### config.mk
export PLATFORM = sky130hd
export DESIGN_NAME = cla_carry_pipe
export DESIGN_NICKNAME = d
export VERILOG_FILES = /design/src/rtl/cla_carry_pipe.sv
export SDC_FILE = /design/constraint.sdc
export NUM_CORES = 1
export LEC_CHECK = 0
export CORE_UTILIZATION = 30
export DETAILED_ROUTE_END_ITERATION = 7
export PLACE_DENSITY_LB_ADDON = 0.2
export RECOVER_POWER = 100
export SLEW_MARGIN = 0
export SYNTH_ARGS = -nofsm -noshare
export SYNTH_HDL_FRONTEND = slang
export SYNTH_SLANG_ARGS = --single-unit
### constraint.sdc
create_clock -name clk -period 6.71 [get_ports clk]
set_input_delay 0.671 -clock clk [delete_from_list [all_inputs] [get_ports clk]]
set_output_delay 0.671 -clock clk [all_outputs]
set_load 0.05 [all_outputs]
### src/rtl/cla_carry_pipe.sv
// Two-stage carry-lookahead front end: stage 1 forms bit and group propagate/generate,
// stage 2 resolves group carry-ins and per-bit carries. Valid/ready on both sides.
module cla_carry_pipe #(
  parameter int WIDTH = 17,
  parameter int GROUP = 4
) (
  input  logic             clk,
  input  logic             rst,
  input  logic             in_valid,
  output logic             in_ready,
  input  logic [WIDTH-1:0] a,
  input  logic [WIDTH-1:0] b,
  input  logic             cin,
  input  logic             sub,
  output logic             out_valid,
  input  logic             out_ready,
  output logic [WIDTH-1:0] p_out,
  output logic [WIDTH-1:0] c_out,
  output logic             cout,
  output logic             ovf
);

  localparam int NG = (WIDTH + GROUP - 1) / GROUP;

  // Handshake: a beat moves across a boundary in a cycle where the sender's valid and
  // the receiver's ready are both 1 at the rising edge; in_ready does not depend on in_valid.

  logic             r_s1_valid;
  logic [WIDTH-1:0] r_p1;
  logic [WIDTH-1:0] r_g1;
  logic [NG-1:0]    r_gp1;
  logic [NG-1:0]    r_gg1;
  logic             r_cin1;

  logic             r_s2_valid;
  logic [WIDTH-1:0] r_p_out;
  logic [WIDTH-1:0] r_c_out;
  logic             r_cout;
  logic             r_ovf;

  logic             w_adv1;
  logic             w_adv2;
  logic [WIDTH-1:0] w_b_eff;
  logic             w_cin_eff;
  logic [WIDTH-1:0] w_p;
  logic [WIDTH-1:0] w_g;
  logic [NG-1:0]    w_gp;
  logic [NG-1:0]    w_gg;
  logic [WIDTH-1:0] w_c;
  logic             w_cout;

  assign w_adv2   = r_s1_valid & (~r_s2_valid | out_ready);
  assign in_ready = ~r_s1_valid | w_adv2;
  assign w_adv1   = in_valid & in_ready;

  assign w_b_eff   = sub ? ~b : b;
  assign w_cin_eff = sub | cin;
  assign w_p       = a ^ w_b_eff;
  assign w_g       = a & w_b_eff;

  // Group terms built LSB-first so the last group may be narrower than GROUP.
  always_comb begin
    logic [NG-1:0] gp;
    logic [NG-1:0] gg;
    gp = '1;
    gg = '0;
    for (int i = 0; i < WIDTH; i++) begin
      gg[i / GROUP] = w_g[i] | (w_p[i] & gg[i / GROUP]);
      gp[i / GROUP] = gp[i / GROUP] & w_p[i];
    end
    w_gp = gp;
    w_gg = gg;
  end

  always_comb begin
    logic [NG:0] cg;
    logic [WIDTH-1:0] cv;
    logic c;
    cg    = '0;
    cg[0] = r_cin1;
    for (int k = 0; k < NG; k++) begin
      cg[k+1] = r_gg1[k] | (r_gp1[k] & cg[k]);
    end
    cv = '0;
    c  = 1'b0;
    for (int i = 0; i < WIDTH; i++) begin
      if (i % GROUP == 0) c = cg[i / GROUP];
      cv[i] = c;
      c     = r_g1[i] | (r_p1[i] & c);
    end
    w_c    = cv;
    w_cout = cg[NG];
  end

  always_ff @(posedge clk or posedge rst) begin
    if (rst) begin
      r_s1_valid <= 1'b0;
      r_p1       <= '0;
      r_g1       <= '0;
      r_gp1      <= '0;
      r_gg1      <= '0;
      r_cin1     <= 1'b0;
    end else begin
      if (w_adv1) begin
        r_s1_valid <= 1'b1;
        r_p1       <= w_p;
        r_g1       <= w_g;
        r_gp1      <= w_gp;
        r_gg1      <= w_gg;
        r_cin1     <= w_cin_eff;
      end else if (w_adv2) begin
        r_s1_valid <= 1'b0;
      end
    end
  end

  always_ff @(posedge clk or posedge rst) begin
    if (rst) begin
      r_s2_valid <= 1'b0;
      r_p_out    <= '0;
      r_c_out    <= '0;
      r_cout     <= 1'b0;
      r_ovf      <= 1'b0;
    end else begin
      if (w_adv2) begin
        r_s2_valid <= 1'b1;
        r_p_out    <= r_p1;
        r_c_out    <= w_c;
        r_cout     <= w_cout;
        r_ovf      <= w_c[WIDTH-1] ^ w_cout;
      end else if (out_ready) begin
        r_s2_valid <= 1'b0;
      end
    end
  end

  assign out_valid = r_s2_valid;
  assign p_out     = r_p_out;
  assign c_out     = r_c_out;
  assign cout      = r_cout;
  assign ovf       = r_ovf;

endmodule

==> reports/results.ini <==
[worst_setup_path]
crit_fanout = 23
ff2ff_setup_slack_ns = 4.14
critPathCaptureType = flip-flop
criticalPathCategory = input port to flip-flop
arrival_ns = 3.33
worstReg2RegEnd = c_out[15]
required_ns = 6.94
ff2ff_path_depth = 5
r2r-start = out_valid
startpoint_type = input port

[logic_synthesis]
synth_compound_area_frac = 0.0908
ys_ff_latch = 77
synth_flop_cell = dfrtp_1
synthMuxAreaShare = 0.102
synthAdderAreaFrac = 0.0605
synthXorXnorAreaFrac = 0.0424
synthDominantCellAreaShare = 0.548
ys_warn_count = 0
syn_area_um2 = 3510
synth.net_count = 382
synth-seq-area-share = 0.548
synth_top_cells_by_area = dfrtp_1 (55%), mux2_1 (9.6%), nand2_1 (8.7%)
synth_cell_types = 32
syn-instance-count = 325
synthSimpleGateAreaFrac = 0.132
synthArstFlopShare = 1.00
synth.avg_cell_area_um2 = 10.8
synth_top_family_by_area = simple AND/OR/NAND/NOR gates
synth_top_area_cell = dfrtp_1
synth_edf_count = 0

[job]
maxCapViolCount = 1

[min_path]
hold_class = flip-flop to flip-flop
holdPathStages = 2
hold_start = r_p1[11]
hold_end = p_out[11]

[clocking]
htreeDepth = 3
cts.clk_slew.worst_paths_ns = 0.06
cts_setup_buffers = 0
clockBufferDepth = 2
cts_tree = yes
cts-root-buf = clkbuf_16
cts_resized = 0
insertion_delay_ns = 0.33
cts.sinks = 77
cts_buffers = 9
hold_buffers = 0

[cells_and_area]
mostFrequentLayoutCells = nand2_1 (81), dfrtp_1 (77), dlygate4sd3_1 (41), clkdlybuf4s50_1 (36), mux2_1 (30)
final_common_cell = nand2_1
syn_to_final_growth_pct = 34.4
fin_nets = 459
layout-drive-gt1-share = 0.0443
antenna_cells = 0

[power]
power.total_mw = 1.72
power_frac_seq = 0.372
p_sw_frac = 0.363
power.leakage_nw = 2.24
switching_power_mw = 0.624
power.density_nw_per_um2 = 364
ir_drop_mv = 0.155
p_int_mw = 1.09
comb_power_share = 0.328
p_clk_frac = 0.300

[sta]
rsz0062_at_grt = false
skew_ns = 0.00590
timing.final.hold_violations = 0
tns_ns = 0
period_share = 0.462
tightest_slew_ns = 1.77
fmax_ghz = 0.323
layout_min_cycle_time_ns = 3.10
setup_viol = 0
slew_headroom = -0.185
drv_slew = 49

[routing]
drc = 0
vias = 2549
drt-pass1-iter-count = 4
wirelength_um = 8050
wl_per_cell_um = 14.7
viasPerCell = 4.64
postRouteAntennaNets = 0
drtIter0Drc = 76

[floorplan]
coreArea_um2 = 11400
dieHeight_um = 110
die_x_um = 110
io_pins = 78
start_util = 0.308
row_count = 39
die-area_um2 = 12200

[global_routing]
grt_pass1_wl_um = 13100
grt_remaining_overflow = 0
antenna_found_initial = 0
grt_use_total = 0.143
grt_pass1_vias = 2619
grt_max_degree = 78

[status]
outcome = complete, but fails checks
violations = max-capacitance violations, max-slew violations

[placement]
detailed_place_hpwl_um = 5570
gp_congestion = 0.776
place.port_buffers = 77

## cells in the mapped netlist, types with 3 or more instances
cell type	count
nand2_1	81
dfrtp_1	77
mux2_1	30
o21ai_1	20
ha_1	17
xor2_1	17
a21o_1	12
nor2_1	12
a21oi_1	9
buf_2	8
nand4_1	6
inv_1	4
a31oi_1	3
clkbuf_1	3
nand2b_1	3
nor3_1	3
## area by class of cell
cell class,instances,area (um^2)
fillers,1183,6690
flip-flops and latches,77,1930
multi-input cells,230,1500
repair buffers,80,786
clock buffers,10,239
well taps,143,179
clock inverters,5,75.1
inverters,4,16.3
## stage by stage
stage	std cells	utilization	setup slack, ns	hold slack, ns	cell area (um^2)
4_1_cts	549	0.415	3.88	0.471	4730
3_3_place_gp	534	0.387	3.59	0.449	4420
3_5_place_dp	534	0.387	3.53	0.456	4420
6_report	549	0.414	3.61	0.466	4720
2_1_floorplan	325	-	4.07	0.435	3510
5_1_grt	549	0.414	3.26	0.480	4720
## worst max path at each step
stage	start	end	slack, ns	depth (start not counted)
floorplan	rst	c_out[0]	4.07	1
global placement	sub	r_gg1[1]	3.59	7
detailed placement	sub	r_gg1[3]	3.53	7
CTS	sub	r_gg1[3]	3.88	7
global route	out_ready	c_out[15]	3.26	6
finish	out_ready	c_out[15]	3.61	6
## sequential cells by signal, indices dropped and copies added, names as in the netlist
signal / cells
cout: 1
r_gg1: 5
ovf: 1
r_s1_valid: 1
r_p1: 17
p_out: 17
c_out: 17
r_cin1: 1
r_gp1: 4
out_valid: 1
r_g1: 12
## worst max-delay path, stage by stage
cell           delay [ns]
dlygate4sd3_1        0.53
nand2b_1             0.22
and2_0               0.40
clkbuf_1             0.89
o21ai_0              0.32
o31ai_1              0.29
## per-layer routing
| layer | vias up | GRT usage | wire [um] |
|---|---|---|---|
| met5 | - | 0 | 0 |
| met4 | 0 | 0.0423 | 90 |
| met3 | 8 | 0.0341 | 328 |
| met2 | 60 | 0.232 | 3750 |
| met1 | 1217 | 0.191 | 3880 |
| li1 | 1264 | - | - |
## cells by family (layout without fill, tap and decap cells)
| logic type | Yosys count | after routing |
|---|---|---|
| compound gates | 53 | 53 |
| flops | 77 | 77 |
| xor+xnor | 17 | 17 |
| fa+ha+maj | 17 | 17 |
| mux | 32 | 32 |
| buf+inv | 18 | 99 |
| simple gates | 111 | 111 |
## power by group through the flow
stage	Combinational (mW)	Sequential, mW	Clock, mW
after global routing	0.608	0.656	0.546
after global placement	0.593	0.650	0
final	0.563	0.640	0.515
after floorplan	0.175	0.858	0
after CTS	0.598	0.645	0.530
after detailed placement	0.596	0.652	0
No activity file was read; power rests on OpenSTA's default activity.
